[src/rtl/mem_stage.sv]
// mem_stage: ARM pipeline memory stage with E/M and M/W registers, data-memory handshake,
// stall generation and access timeout. Optional byte lanes enabled by `define MEM_BYTE_EN.
`default_nettype none

module mem_stage #(
    parameter int TIMEOUT = 16
) (
    input  logic        clk,
    input  logic        reset,
    input  logic        RegWriteE,
    input  logic        MemtoRegE,
    input  logic        MemWriteE,
    input  logic [3:0]  RdE,
    input  logic [31:0] ALUResultE,
    input  logic [31:0] WriteDataE,
`ifdef MEM_BYTE_EN
    input  logic        ByteE,
    output logic [3:0]  DByteEn,
`endif
    output logic [31:0] ALUResultM,
    output logic [3:0]  RdM,
    output logic        RegWriteM,
    output logic        MemStallM,
    output logic        DReq,
    output logic        DWrite,
    output logic [31:0] DAddr,
    output logic [31:0] DWData,
    input  logic [31:0] DRData,
    input  logic        DReady,
    output logic        RegWriteW,
    output logic        MemtoRegW,
    output logic [3:0]  RdW,
    output logic [31:0] ALUOutW,
    output logic [31:0] ReadDataW,
    output logic        MemErr
);

    localparam logic [0:0] c_S_IDLE = 1'b0;
    localparam logic [0:0] c_S_BUSY = 1'b1;
    localparam int         c_CW     = (TIMEOUT > 2) ? $clog2(TIMEOUT) : 1;

    logic [0:0]      r_state;
    logic [0:0]      w_next;
    logic [c_CW-1:0] r_waitcnt;
    logic            w_memop;
    logic            w_dreq;
    logic            w_stall;
    logic            w_timeout;
    logic [31:0]     w_rdata;

    logic        r_RegWriteM, r_MemtoRegM, r_MemWriteM;
    logic [3:0]  r_RdM;
    logic [31:0] r_ALUResultM, r_WriteDataM;
    logic        r_RegWriteW, r_MemtoRegW;
    logic [3:0]  r_RdW;
    logic [31:0] r_ALUOutW, r_ReadDataW;
    logic        r_MemErr;
    logic [31:0] w_wdata_e;

    assign w_memop = r_MemtoRegM | r_MemWriteM;

    generate
        if (TIMEOUT > 0) begin : g_timeout
            assign w_timeout = (r_state == c_S_BUSY) && (r_waitcnt == c_CW'(TIMEOUT - 1)) && !DReady;
        end else begin : g_no_timeout
            assign w_timeout = 1'b0;
        end
    endgenerate

    always_ff @(posedge clk or negedge reset) begin
        if (!reset) begin
            r_state <= c_S_IDLE;
        end else begin
            r_state <= w_next;
        end
    end

    always_comb begin
        w_next = r_state;
        case (r_state)
            c_S_IDLE: if (w_memop && !DReady) w_next = c_S_BUSY;
            c_S_BUSY: if (DReady || w_timeout) w_next = c_S_IDLE;
            default:  w_next = c_S_IDLE;
        endcase
    end

    // A timed-out access is released like a completed one so the instruction retires.
    always_comb begin
        w_dreq  = w_memop && ((r_state == c_S_IDLE) || (r_state == c_S_BUSY));
        w_stall = w_dreq && !DReady && !w_timeout;
    end

    always_ff @(posedge clk or negedge reset) begin
        if (!reset) begin
            r_waitcnt <= '0;
            r_MemErr  <= 1'b0;
        end else begin
            if (r_state == c_S_IDLE && w_next == c_S_BUSY) begin
                r_waitcnt <= '0;
            end else if (r_state == c_S_BUSY) begin
                r_waitcnt <= r_waitcnt + 1'b1;
            end
            if (w_timeout) begin
                r_MemErr <= 1'b1;
            end
        end
    end

`ifdef MEM_BYTE_EN
    logic        r_ByteM;
    logic [31:0] w_lane;
    assign w_wdata_e = ByteE ? {4{WriteDataE[7:0]}} : WriteDataE;
    assign w_lane    = DRData >> {r_ALUResultM[1:0], 3'b000};
    assign w_rdata   = r_ByteM ? {24'h0, w_lane[7:0]} : DRData;
    assign DByteEn   = r_ByteM ? (4'b0001 << r_ALUResultM[1:0]) : 4'hF;

    always_ff @(posedge clk or negedge reset) begin
        if (!reset) begin
            r_ByteM <= 1'b0;
        end else if (!w_stall) begin
            r_ByteM <= ByteE;
        end
    end
`else
    assign w_wdata_e = WriteDataE;
    assign w_rdata   = DRData;
`endif

    always_ff @(posedge clk or negedge reset) begin
        if (!reset) begin
            r_RegWriteM  <= 1'b0;
            r_MemtoRegM  <= 1'b0;
            r_MemWriteM  <= 1'b0;
            r_RdM        <= '0;
            r_ALUResultM <= '0;
            r_WriteDataM <= '0;
        end else if (!w_stall) begin
            r_RegWriteM  <= RegWriteE;
            r_MemtoRegM  <= MemtoRegE;
            r_MemWriteM  <= MemWriteE;
            r_RdM        <= RdE;
            r_ALUResultM <= ALUResultE;
            r_WriteDataM <= w_wdata_e;
        end
    end

    always_ff @(posedge clk or negedge reset) begin
        if (!reset) begin
            r_RegWriteW <= 1'b0;
            r_MemtoRegW <= 1'b0;
            r_RdW       <= '0;
            r_ALUOutW   <= '0;
            r_ReadDataW <= '0;
        end else begin
            if (w_stall) begin
                r_RegWriteW <= 1'b0;
                r_MemtoRegW <= 1'b0;
            end else begin
                r_RegWriteW <= r_RegWriteM;
                r_MemtoRegW <= r_MemtoRegM;
                r_RdW       <= r_RdM;
                r_ALUOutW   <= r_ALUResultM;
            end
            r_ReadDataW <= (r_MemtoRegM && DReady) ? w_rdata : 32'h0;
        end
    end

    assign ALUResultM = r_ALUResultM;
    assign RdM        = r_RdM;
    assign RegWriteM  = r_RegWriteM;
    assign MemStallM  = w_stall;
    assign DReq       = w_dreq;
    assign DWrite     = r_MemWriteM;
    assign DAddr      = r_ALUResultM;
    assign DWData     = r_WriteDataM;
    assign RegWriteW  = r_RegWriteW;
    assign MemtoRegW  = r_MemtoRegW;
    assign RdW        = r_RdW;
    assign ALUOutW    = r_ALUOutW;
    assign ReadDataW  = r_ReadDataW;
    assign MemErr     = r_MemErr;

endmodule

`default_nettype wire

[config.mk]
export PLATFORM = sky130hd
export DESIGN_NAME = mem_stage
export DESIGN_NICKNAME = d
export VERILOG_FILES = /design/src/rtl/mem_stage.sv
export SDC_FILE = /design/constraint.sdc
export NUM_CORES = 1
export LEC_CHECK = 0
export BUFFER_PORTS_ARGS = -buffer_cell sky130_fd_sc_hd__clkbuf_2
export CAP_MARGIN = 20
export CORE_MARGIN = 2
export CORE_UTILIZATION = 25
export DETAILED_ROUTE_END_ITERATION = 8
export PLACE_DENSITY = 0.51
export SYNTH_ARGS = -nofsm -noshare
export SYNTH_HDL_FRONTEND = slang
export SYNTH_SLANG_ARGS = --single-unit
export TNS_END_PERCENT = 100
[constraint.sdc]
create_clock -name clk -period 2.39 [get_ports clk]
set_input_delay 0 -clock clk [delete_from_list [all_inputs] [get_ports clk]]
set_output_delay 0 -clock clk [all_outputs]
set_load 0.1 [all_outputs]
==> reports/results.ini, run 1 <==
[outcome]
status = finished clean

[power_and_ir_drop]
seq_power_share_pct = 30.5
p_clk_share_pct = 26.9
power_switching_share_pct = 48.5
max-vdd-ir-drop_v = 0.000412
p_int_uw = 5210
fin_total_pwr_uw = 10100
powerDensity_nw_per_um2 = 1150
power.switching_uw = 4910
p_leak_uw = 0.00447
combPwrFrac_pct = 42.6

[die]
die_w_um = 154
ios = 281
core-area_um2 = 22000
start_util_pct = 25.6
row_count = 54
die_h_um = 154
die_area_um2 = 23800

[global_route]
grt_pass1_wl_um = 23300
grt-ovfl-total = 0
grt.total_usage_pct = 12.2
grt_pass1_vias = 4538
antenna_found_initial = 0
grt_max_degree = 63

[synth]
synth_enable_flop_cells = 0
seq_area_frac_synth_pct = 65.2
yosysTopAreaCell = dfrtp_1
synth_flop_cell = dfrtp_1
yosysMostFrequentCell = dfrtp_1
avgSynthCellArea_um2 = 15.6
yosys_warnings = 0
yosys-top-cells-count = dfrtp_1, mux2_2, buf_4
synthArstFlopShare_pct = 100
synthTopCellsByArea = dfrtp_1, mux2_2, buf_4
synth_area_um2 = 5650
synthCells = 362
ys_seq_elements = 147
yosysTopAreaCellShare_pct = 65.2
syn_nets = 469
synthDistinctLibCells = 22

[finish]
finalNetCount = 833
regArea_um2 = 3680
fin_cells = 1019
drive_gt1_share_pct = 58.6
fin_area_um2 = 8830
fill_cells = 2075
multi_input_area_um2 = 1600
antennaDiodeCount = 0
area_growth_pct = 56.4

[setup_path]
cp_slowest_cell = dfrtp_1
slowest_delay_ns = 0.39
path_class = reg -> out
crit_chain = ha_1, nand4_1, nand3_4, buf_12, inv_1, buf_12
cp.depth = 6
critPathArrivalTime_ns = 2.16
cp-start-kind = flop
path_delay_family = buffers and inverters
crit_required_ns = 2.39
r2r_slack_ns = 0.38
endpoint_kind = primary output
cp_max_fo = 50
r2r-end = ALUOutW[15]$_DFFE_PN0N_
cp_num_buf_inv = 3
rr_worst_depth = 6
regToRegStartpoint = r_waitcnt[0]$_DFFE_PN0P_
crit_top_cell = buf_12

[drt]
dr.pass1.iters = 4
antenna_left = 0
first_iter_violations = 98
routed_wl_um = 14400
vias = 4173
via_per_inst = 4.10
wl_per_cell_um = 14.1
drcViolationCount = 0

[clocking]
cts_tree = built
clkSlewWorstSetupHoldPaths_ns = 0.06
clkSinkCount = 147
clock-root-buffer = clkbuf_16
cts_buffers = 17
clockBufferDepth = 2
htree_num_levels = 4
insertion_delay_ns = 0.41

[sta]
setup-tns-final_ns = 0
setup_viol = 0
layout_min_cycle_time_ns = 2.16
whs_ns = 0.126
skew_ns = 0.00759
finalCritPeriodShare_pct = 90.5
tightest_slew_ns = 0.572
drv_slew = 0
finalHoldViolations = 0
slew_headroom_pct = 62.0
grt_setup_unrepaired = false
fmax_ghz = 0.462

[min_path]
min_path_type = in -> async

[placed_design]
placed_cells = 878
hpwl_um = 9540
gp_congestion = 0.707
numPortBuffers = 280
postPlaceCellArea_um2 = 7140

[flow_run]
drv_cap = 0

sequential cells by signal, indices dropped and copies added, names as in the netlist:
signal,flops
MemtoRegW,1
r_state,1
ReadDataW,32
DWrite,1
RegWriteM,1
ALUResultM,32
r_MemtoRegM,1
MemErr,1
RegWriteW,1
RdM,4
ALUOutW,32
r_waitcnt,4
RdW,4
DWData,32
cell usage in the layout (no fill, tap or decap), types with 4 or more instances in the layout:
cell type	count
buf_12	4
clkbuf_16	17
clkbuf_2	278
nand2_1	6
mux2_4	8
and3_1	32
inv_6	4
buf_4	7
mux2_2	99
dfrtp_1	146
dlygate4sd3_1	105
timing repair:
item | CTS | global route
hold buffers | 105 | 0
endpoints found under the setup margin | 0 | 1
buffers inserted | 0 | 3
resized for setup | 0 | 0
hold endpoints to repair | 165 | 0
power groups by stage:
stage / clock (uW) / sequential [uW] / combinational [uW]
floorplan: 0 / 5490 / 1210
detailed placement: 0 / 3130 / 4190
finish: 2720 / 3090 / 4310
global placement: 0 / 3120 / 4170
CTS: 2810 / 3090 / 4330
global route: 2920 / 3140 / 4450
per-layer routing:
metal / up-vias / GRT usage, % / wire (um)
met4: 0 / 4.63 / 297
li1: 1952 / - / -
met5: - / 0 / 0
met3: 25 / 3.78 / 865
met1: 2030 / 14.0 / 5710
met2: 166 / 21.3 / 7480
per-stage QoR:
stage | util (%) | worst slack, ns
2_1_floorplan | - | 0.166
5_1_grt | 40.1 | 0.0707
6_report | 40.1 | 0.227
4_1_cts | 39.9 | 0.103
3_3_place_gp | 32.4 | 0.415
3_5_place_dp | 32.4 | 0.361
cells by family after synthesis:
group,count (synthesis),synth area share (%)
XOR/XNOR,2,0.310
multiplexers,109,22.2
AND/OR/NAND/NOR,44,4.68
buffers and inverters,53,6.74
flip-flops,147,65.2
adder cells (fa/ha/maj),1,0.222
AO/OA/AOI/OAI,6,0.665
worst max path at each step:
stage / from / end / slack (ns)
2_1_floorplan: DWrite$_DFFE_PN0N_ / MemStallM / 0.17
3_3_place_gp: r_waitcnt[0]$_DFFE_PN0P_ / ALUOutW[19]$_DFFE_PN0N_ / 0.42
3_5_place_dp: r_waitcnt[0]$_DFFE_PN0P_ / ALUResultM[24]$_DFFE_PN0N_ / 0.36
4_1_cts: r_waitcnt[0]$_DFFE_PN0P_ / MemStallM / 0.10
5_1_grt: r_waitcnt[0]$_DFFE_PN0P_ / MemStallM / 0.07
6_report: r_waitcnt[0]$_DFFE_PN0P_ / MemStallM / 0.23
layout make-up:
class                           count  area share (%)
Multi-Input combinational cell    163            18.2
Tap cell                          280            3.97
Clock inverter                     15            1.97
Timing Repair Buffer              395            29.3
Sequential cell                   147            41.7
Clock buffer                       17            4.82
Inverter                            2          0.0850
Note: power is estimated with default switching activity, not from simulation.
==> inputs of run 2 (changes only) <==
--- a/config.mk
+++ b/config.mk
@@ -9,7 +9,7 @@
 export CAP_MARGIN = 20
 export CORE_MARGIN = 2
-export CORE_UTILIZATION = 25
+export CORE_UTILIZATION = 35
 export DETAILED_ROUTE_END_ITERATION = 8
-export PLACE_DENSITY = 0.51
+export PLACE_DENSITY = 0.66
 export SYNTH_ARGS = -nofsm -noshare
 export SYNTH_HDL_FRONTEND = slang
==> constraint.sdc (replaced) <==
create_clock -name clk -period 2.39 [get_ports clk]
set_input_delay 0.239 -clock clk [delete_from_list [all_inputs] [get_ports clk]]
set_output_delay 0.239 -clock clk [all_outputs]
set_load 0.1 [all_outputs]
==> run 2 against run 1 <==
Worst hold slack got worse by 0.069 ns. Global-route usage is 2.0 points higher. Critical path depth is the same. Final area decreased by 13%. Routed wire length down 13%. Register-to-register slack gained 0.09 ns. Utilization up 8.3 points. Largest cell class unchanged. Largest power group unchanged.
==> reports/results.ini, run 2 (synthesis gave the netlist of run 1 again) <==
[finish]
layout_commonest_cell = clkbuf_2
area_growth_pct = 35.6
post-route-util_pct = 48.4
fin_cells = 847
fill_cells = 1425
finalNetCount = 725
drive_gt1_share_pct = 68.0
antennaDiodeCount = 0
final_cell_mix = clkbuf_2, dfrtp_1, mux2_2

[sta]
tightest_slew_ns = 0.637
layout_min_cycle_time_ns = 2.22
slew_headroom_pct = 57.5
drv_slew = 0
skew_ns = 0.00577
finalHoldViolations = 0
setup-tns-final_ns = 0
grt_setup_unrepaired = false
finalCritPeriodShare_pct = 92.8
fmax_ghz = 0.451
setup_viol = 0

[min_path]
min_path_cells = 2
min_from = WriteDataE[14]
min_path_type = in -> reg
worstHoldEndpoint = DWData[14]$_DFFE_PN0N_

[global_route]
grt_pass1_wl_um = 18700
grt-ovfl-total = 0
antenna_found_initial = 0
grt_max_degree = 68
grt.total_usage_pct = 14.1
grt_pass1_vias = 3828

[die]
die_w_um = 131
core-area_um2 = 15800
die_h_um = 131
ios = 281
row_count = 46
die_area_um2 = 17200
start_util_pct = 35.7

[drt]
vias = 3782
drcViolationCount = 0
wl_per_cell_um = 14.8
via_per_inst = 4.47
routed_wl_um = 12500
first_iter_violations = 78
antenna_left = 0
dr.pass1.iters = 3

[placed_design]
gp_congestion = 0.751
numPortBuffers = 280
hpwl_um = 8910
placed_cells = 813

[setup_path]
regToRegStartpoint = r_waitcnt[0]$_DFFE_PN0P_
rr_worst_depth = 5
path_class = reg -> out
r2r_slack_ns = 0.47
r2r-end = ALUResultM[24]$_DFFE_PN0N_
endpoint_kind = primary output
critPathArrivalTime_ns = 1.98
cp_max_fo = 24
crit_required_ns = 2.15
cp-start-kind = flop

[power_and_ir_drop]
max-vdd-ir-drop_v = 0.000548
power_switching_share_pct = 49.2
p_int_uw = 4910
p_clk_share_pct = 24.8
p_leak_uw = 0.00400
power.switching_uw = 4750
powerDensity_nw_per_um2 = 1260
combPwrFrac_pct = 43.3
seq_power_share_pct = 31.9

[clocking]
clockBufferDepth = 2
htree_num_levels = 4
clkSlewWorstSetupHoldPaths_ns = 0.06
clkSinkCount = 147
clock-root-buffer = clkbuf_16
cts_tree = built
insertion_delay_ns = 0.41
post_cts_buffers = 0
cts_buffers = 17

[outcome]
status = finished clean

[flow_run]
drv_cap = 0

-- run 2: cell count changes in the layout (fill, tap and decap cells not counted), sizes merged --
cell,before,now
inv,9,2
nand3,4,3
buf,12,8
clkinvlp,3,4
bufinv,2,0
clkinv,3,8
clkbuf,295,299
dlygate4sd3,105,1
-- run 2: worst max-delay path, cell delays in order, from the launching register on --
cell and delay, ns:
dfrtp_1 0.39, ha_1 0.21, nand4_1 0.23, nand3_4 0.23
buf_16 0.20, clkinvlp_4 0.12, buf_12 0.17
-- run 2: per-layer routing --
metal,vias up,wire (um),track usage [%]
met1,1848,4940,16.1
li1,1737,-,-
met5,-,0,0
met2,175,6250,23.5
met3,22,1120,5.99
met4,0,211,5.76
-- run 2: worst max-delay path by stage --
stage / from / endpoint / slack, ns / cells past startpoint
3_5_place_dp: r_waitcnt[0]$_DFFE_PN0P_ / MemStallM / 0.51 / 6
4_1_cts: r_waitcnt[0]$_DFFE_PN0P_ / MemStallM / 0.06 / 6
5_1_grt: r_waitcnt[0]$_DFFE_PN0P_ / MemStallM / 0.06 / 6
6_report: r_waitcnt[0]$_DFFE_PN0P_ / MemStallM / 0.17 / 6
2_1_floorplan: DWrite$_DFFE_PN0N_ / MemStallM / 0.17 / 6
3_3_place_gp: r_waitcnt[0]$_DFFE_PN0P_ / MemStallM / 0.59 / 6
-- run 2: layout make-up --
cell class,count,area (um2),share of cell area [%]
Clock buffer,20,457,5.97
Clock inverter,12,82.6,1.08
Inverter,2,11.3,0.147
Multi-Input combinational cell,162,1590,20.8
Sequential cell,147,3680,48.1
Tap cell,216,270,3.53
Timing Repair Buffer,288,1560,20.4
-- run 2: power by group through the flow --
stage / Sequential (uW) / Combinational, uW / Clock, uW
after CTS: 3090 / 4190 / 2470
final: 3080 / 4180 / 2400
after floorplan: 5490 / 1210 / 0
after global routing: 3140 / 4320 / 2590
after global placement: 3110 / 4150 / 0
after detailed placement: 3130 / 4190 / 0
-- run 2: repair_timing --
item,CTS,global route
hold buffers,1,0
endpoints found under the setup margin,0,1
gates resized for setup,0,1
endpoints found under the hold margin,65,0
-- run 2: through the flow --
step | total power [uW] | hold WS, ns | worst slack, ns | instance area, um2
after global placement | 7270 | 0.284 | 0.588 | 7070
after global routing | 10000 | 0.0361 | 0.0595 | 7650
after floorplan | 6700 | -0.0566 | 0.172 | 5650
after detailed placement | 7320 | 0.290 | 0.513 | 7070
after CTS | 9750 | 0.0356 | 0.0584 | 7620
final | 9660 | 0.0572 | 0.173 | 7650
==> inputs of run 3 (changes only) <==
==> constraint.sdc (replaced) <==
create_clock -name clk -period 2.39 [get_ports clk]
set_input_delay 0.239 -clock clk [delete_from_list [all_inputs] [get_ports clk]]
set_output_delay 0.239 -clock clk [all_outputs]
set_load 0.005 [all_outputs]
==> run 3 against run 2 <==
Maximum frequency rose by 4.8%. Sequential share of layout area is essentially flat. Clock power is 11% higher. Utilization is essentially flat. Final cell count is 0.12% lower. Global-route usage shrank 0.15 points. Critical path depth is the same. Clock skew about the same. Combinational power is 72% lower. Worst hold slack better by 0.0038 ns. Critical path type unchanged. Critical endpoint unchanged. Largest cell class unchanged. Highest routed layer unchanged.
==> reports/results.ini, run 3 (synthesis gave the netlist of run 1 again) <==
[finish]
fin_area_um2 = 7660
multi_input_area_um2 = 1590
finalNetCount = 726
layout_commonest_cell = clkbuf_2
fill_cells = 1409
area_growth_pct = 35.6
post-route-util_pct = 48.4
drive_gt1_share_pct = 67.5
regArea_um2 = 3680
antennaDiodeCount = 0
final_cell_mix = clkbuf_2, dfrtp_1, mux2_2

[global_route]
grt_max_degree = 64
grt.total_usage_pct = 14.0
grt-ovfl-total = 0
antenna_found_initial = 0
grt_pass1_wl_um = 18400
grt_pass1_vias = 3780

[sta]
setup-tns-final_ns = 0
tightest_slew_ns = 0.444
finalHoldViolations = 0
slew_headroom_pct = 70.4
finalCritPeriodShare_pct = 88.6
layout_min_cycle_time_ns = 2.12
fmax_ghz = 0.472
setup_viol = 0
fin_ws_ns = 0.273
drv_slew = 0
grt_setup_unrepaired = false
skew_ns = 0.00603

[placed_design]
numPortBuffers = 280
postPlaceCellArea_um2 = 7050
gp_congestion = 0.719
hpwl_um = 8910
pre_cts_ws_ns = 0.421

[drt]
dr.pass1.iters = 4
routed_wl_um = 12200
drcViolationCount = 0
wl_per_cell_um = 14.5
vias = 3763
antenna_left = 0
via_per_inst = 4.45
first_iter_violations = 87

[setup_path]
cp-start-kind = flop
crit_required_ns = 2.15
path_class = reg -> out
rr_worst_depth = 6
crit_chain = ha_1, nand4_1, nand3_4, buf_12, inv_1, clkbuf_2
slowest_delay_ns = 0.39
endpoint_kind = primary output
r2r_slack_ns = 0.35
cp_max_fo = 49
cp_slowest_cell = dfrtp_1
r2r-end = ALUOutW[22]$_DFFE_PN0N_
critPathArrivalTime_ns = 1.88
regToRegStartpoint = r_waitcnt[0]$_DFFE_PN0P_

[flow_run]
drv_cap = 0

[clocking]
htree_num_levels = 4
cts_tree = built
clkSinkCount = 147
ctsResizeCount = 0
clock-root-buffer = clkbuf_16
clkSlewWorstSetupHoldPaths_ns = 0.06
clockBufferDepth = 2
cts_buffers = 17
insertion_delay_ns = 0.41

[min_path]
min_from = ALUResultE[27]
worstHoldEndpoint = ALUResultM[27]$_DFFE_PN0N_
min_path_cells = 2
min_path_type = in -> reg

[power_and_ir_drop]
fin_total_pwr_uw = 6920
p_leak_uw = 0.00402
powerDensity_nw_per_um2 = 904
max-vdd-ir-drop_v = 0.000452

[die]
die_w_um = 131
die_area_um2 = 17200
row_count = 46
core-area_um2 = 15800
ios = 281
start_util_pct = 35.7
die_h_um = 131

[outcome]
status = finished clean

==> run 3: cell types whose count changed in the layout (fill, tap and decap cells not counted), moves of 2 or more <==
cell,delta
bufinv_16,+3
clkinv_4,-2
buf_4,+3
clkinv_2,-3
==> run 3: stage by stage <==
step | std cells | hold slack [ns]
3_3_place_gp | 814 | 0.139
2_1_floorplan | 362 | -0.0566
4_1_cts | 845 | 0.0389
5_1_grt | 846 | 0.0389
6_report | 846 | 0.0610
3_5_place_dp | 814 | 0.142
==> run 3: report_power, final <==
| part | leakage (uW) | total, uW | switching, uW | internal [uW] |
|---|---|---|---|---|
| clock network | 0.000281 | 2670 | 989 | 1680 |
| registers | 0.00178 | 3080 | 236 | 2850 |
| logic | 0.00195 | 1170 | 489 | 676 |
| total | 0.00402 | 6920 | 1710 | 5210 |
==> run 3: layout make-up <==
type	count	share of cell area [%]
sequential	147	48.0
multi-input combinational	162	20.8
timing repair buffer	289	19.8
clock buffer	21	6.01
tap	216	3.53
clock inverter	9	1.72
inverter	2	0.0980
==> run 3: worst max path at each step <==
stage                        startpoint                      end  slack, ns  depth (start not counted)
2_1_floorplan  r_waitcnt[0]$_DFFE_PN0P_  ALUOutW[26]$_DFFE_PN0N_       0.74                          7
3_3_place_gp   r_waitcnt[0]$_DFFE_PN0P_   DWData[27]$_DFFE_PN0N_       0.49                          5
3_5_place_dp   r_waitcnt[0]$_DFFE_PN0P_   DWData[24]$_DFFE_PN0N_       0.42                          5
4_1_cts        r_waitcnt[0]$_DFFE_PN0P_                MemStallM       0.05                          6
5_1_grt        r_waitcnt[0]$_DFFE_PN0P_                MemStallM       0.12                          6
6_report       r_waitcnt[0]$_DFFE_PN0P_                MemStallM       0.27                          6
==> run 3: what timing repair did <==
item                                    in CTS  in global routing
endpoints found under the setup margin       0                  1
endpoints found under the hold margin       30                  0
buffers inserted                             0                  1
hold buffers                                 1                  0
==> run 3: worst max-delay path, delay by kind of cell (launching register included) <==
kind / cells / cell delay [ns]
buf+inv: 3 / 0.45
simple gates: 2 / 0.40
flops: 1 / 0.39
fa+ha+maj: 1 / 0.20
==> run 3: layer usage <==
| metal | routed length, um | track usage (%) | share of wire, % |
|---|---|---|---|
| met1 | 4930 | 16.5 | 40 |
| met2 | 6030 | 22.9 | 49 |
| met3 | 1110 | 5.37 | 9.0 |
| met4 | 184 | 6.01 | 1.5 |
| met5 | 0 | 0 | 0 |
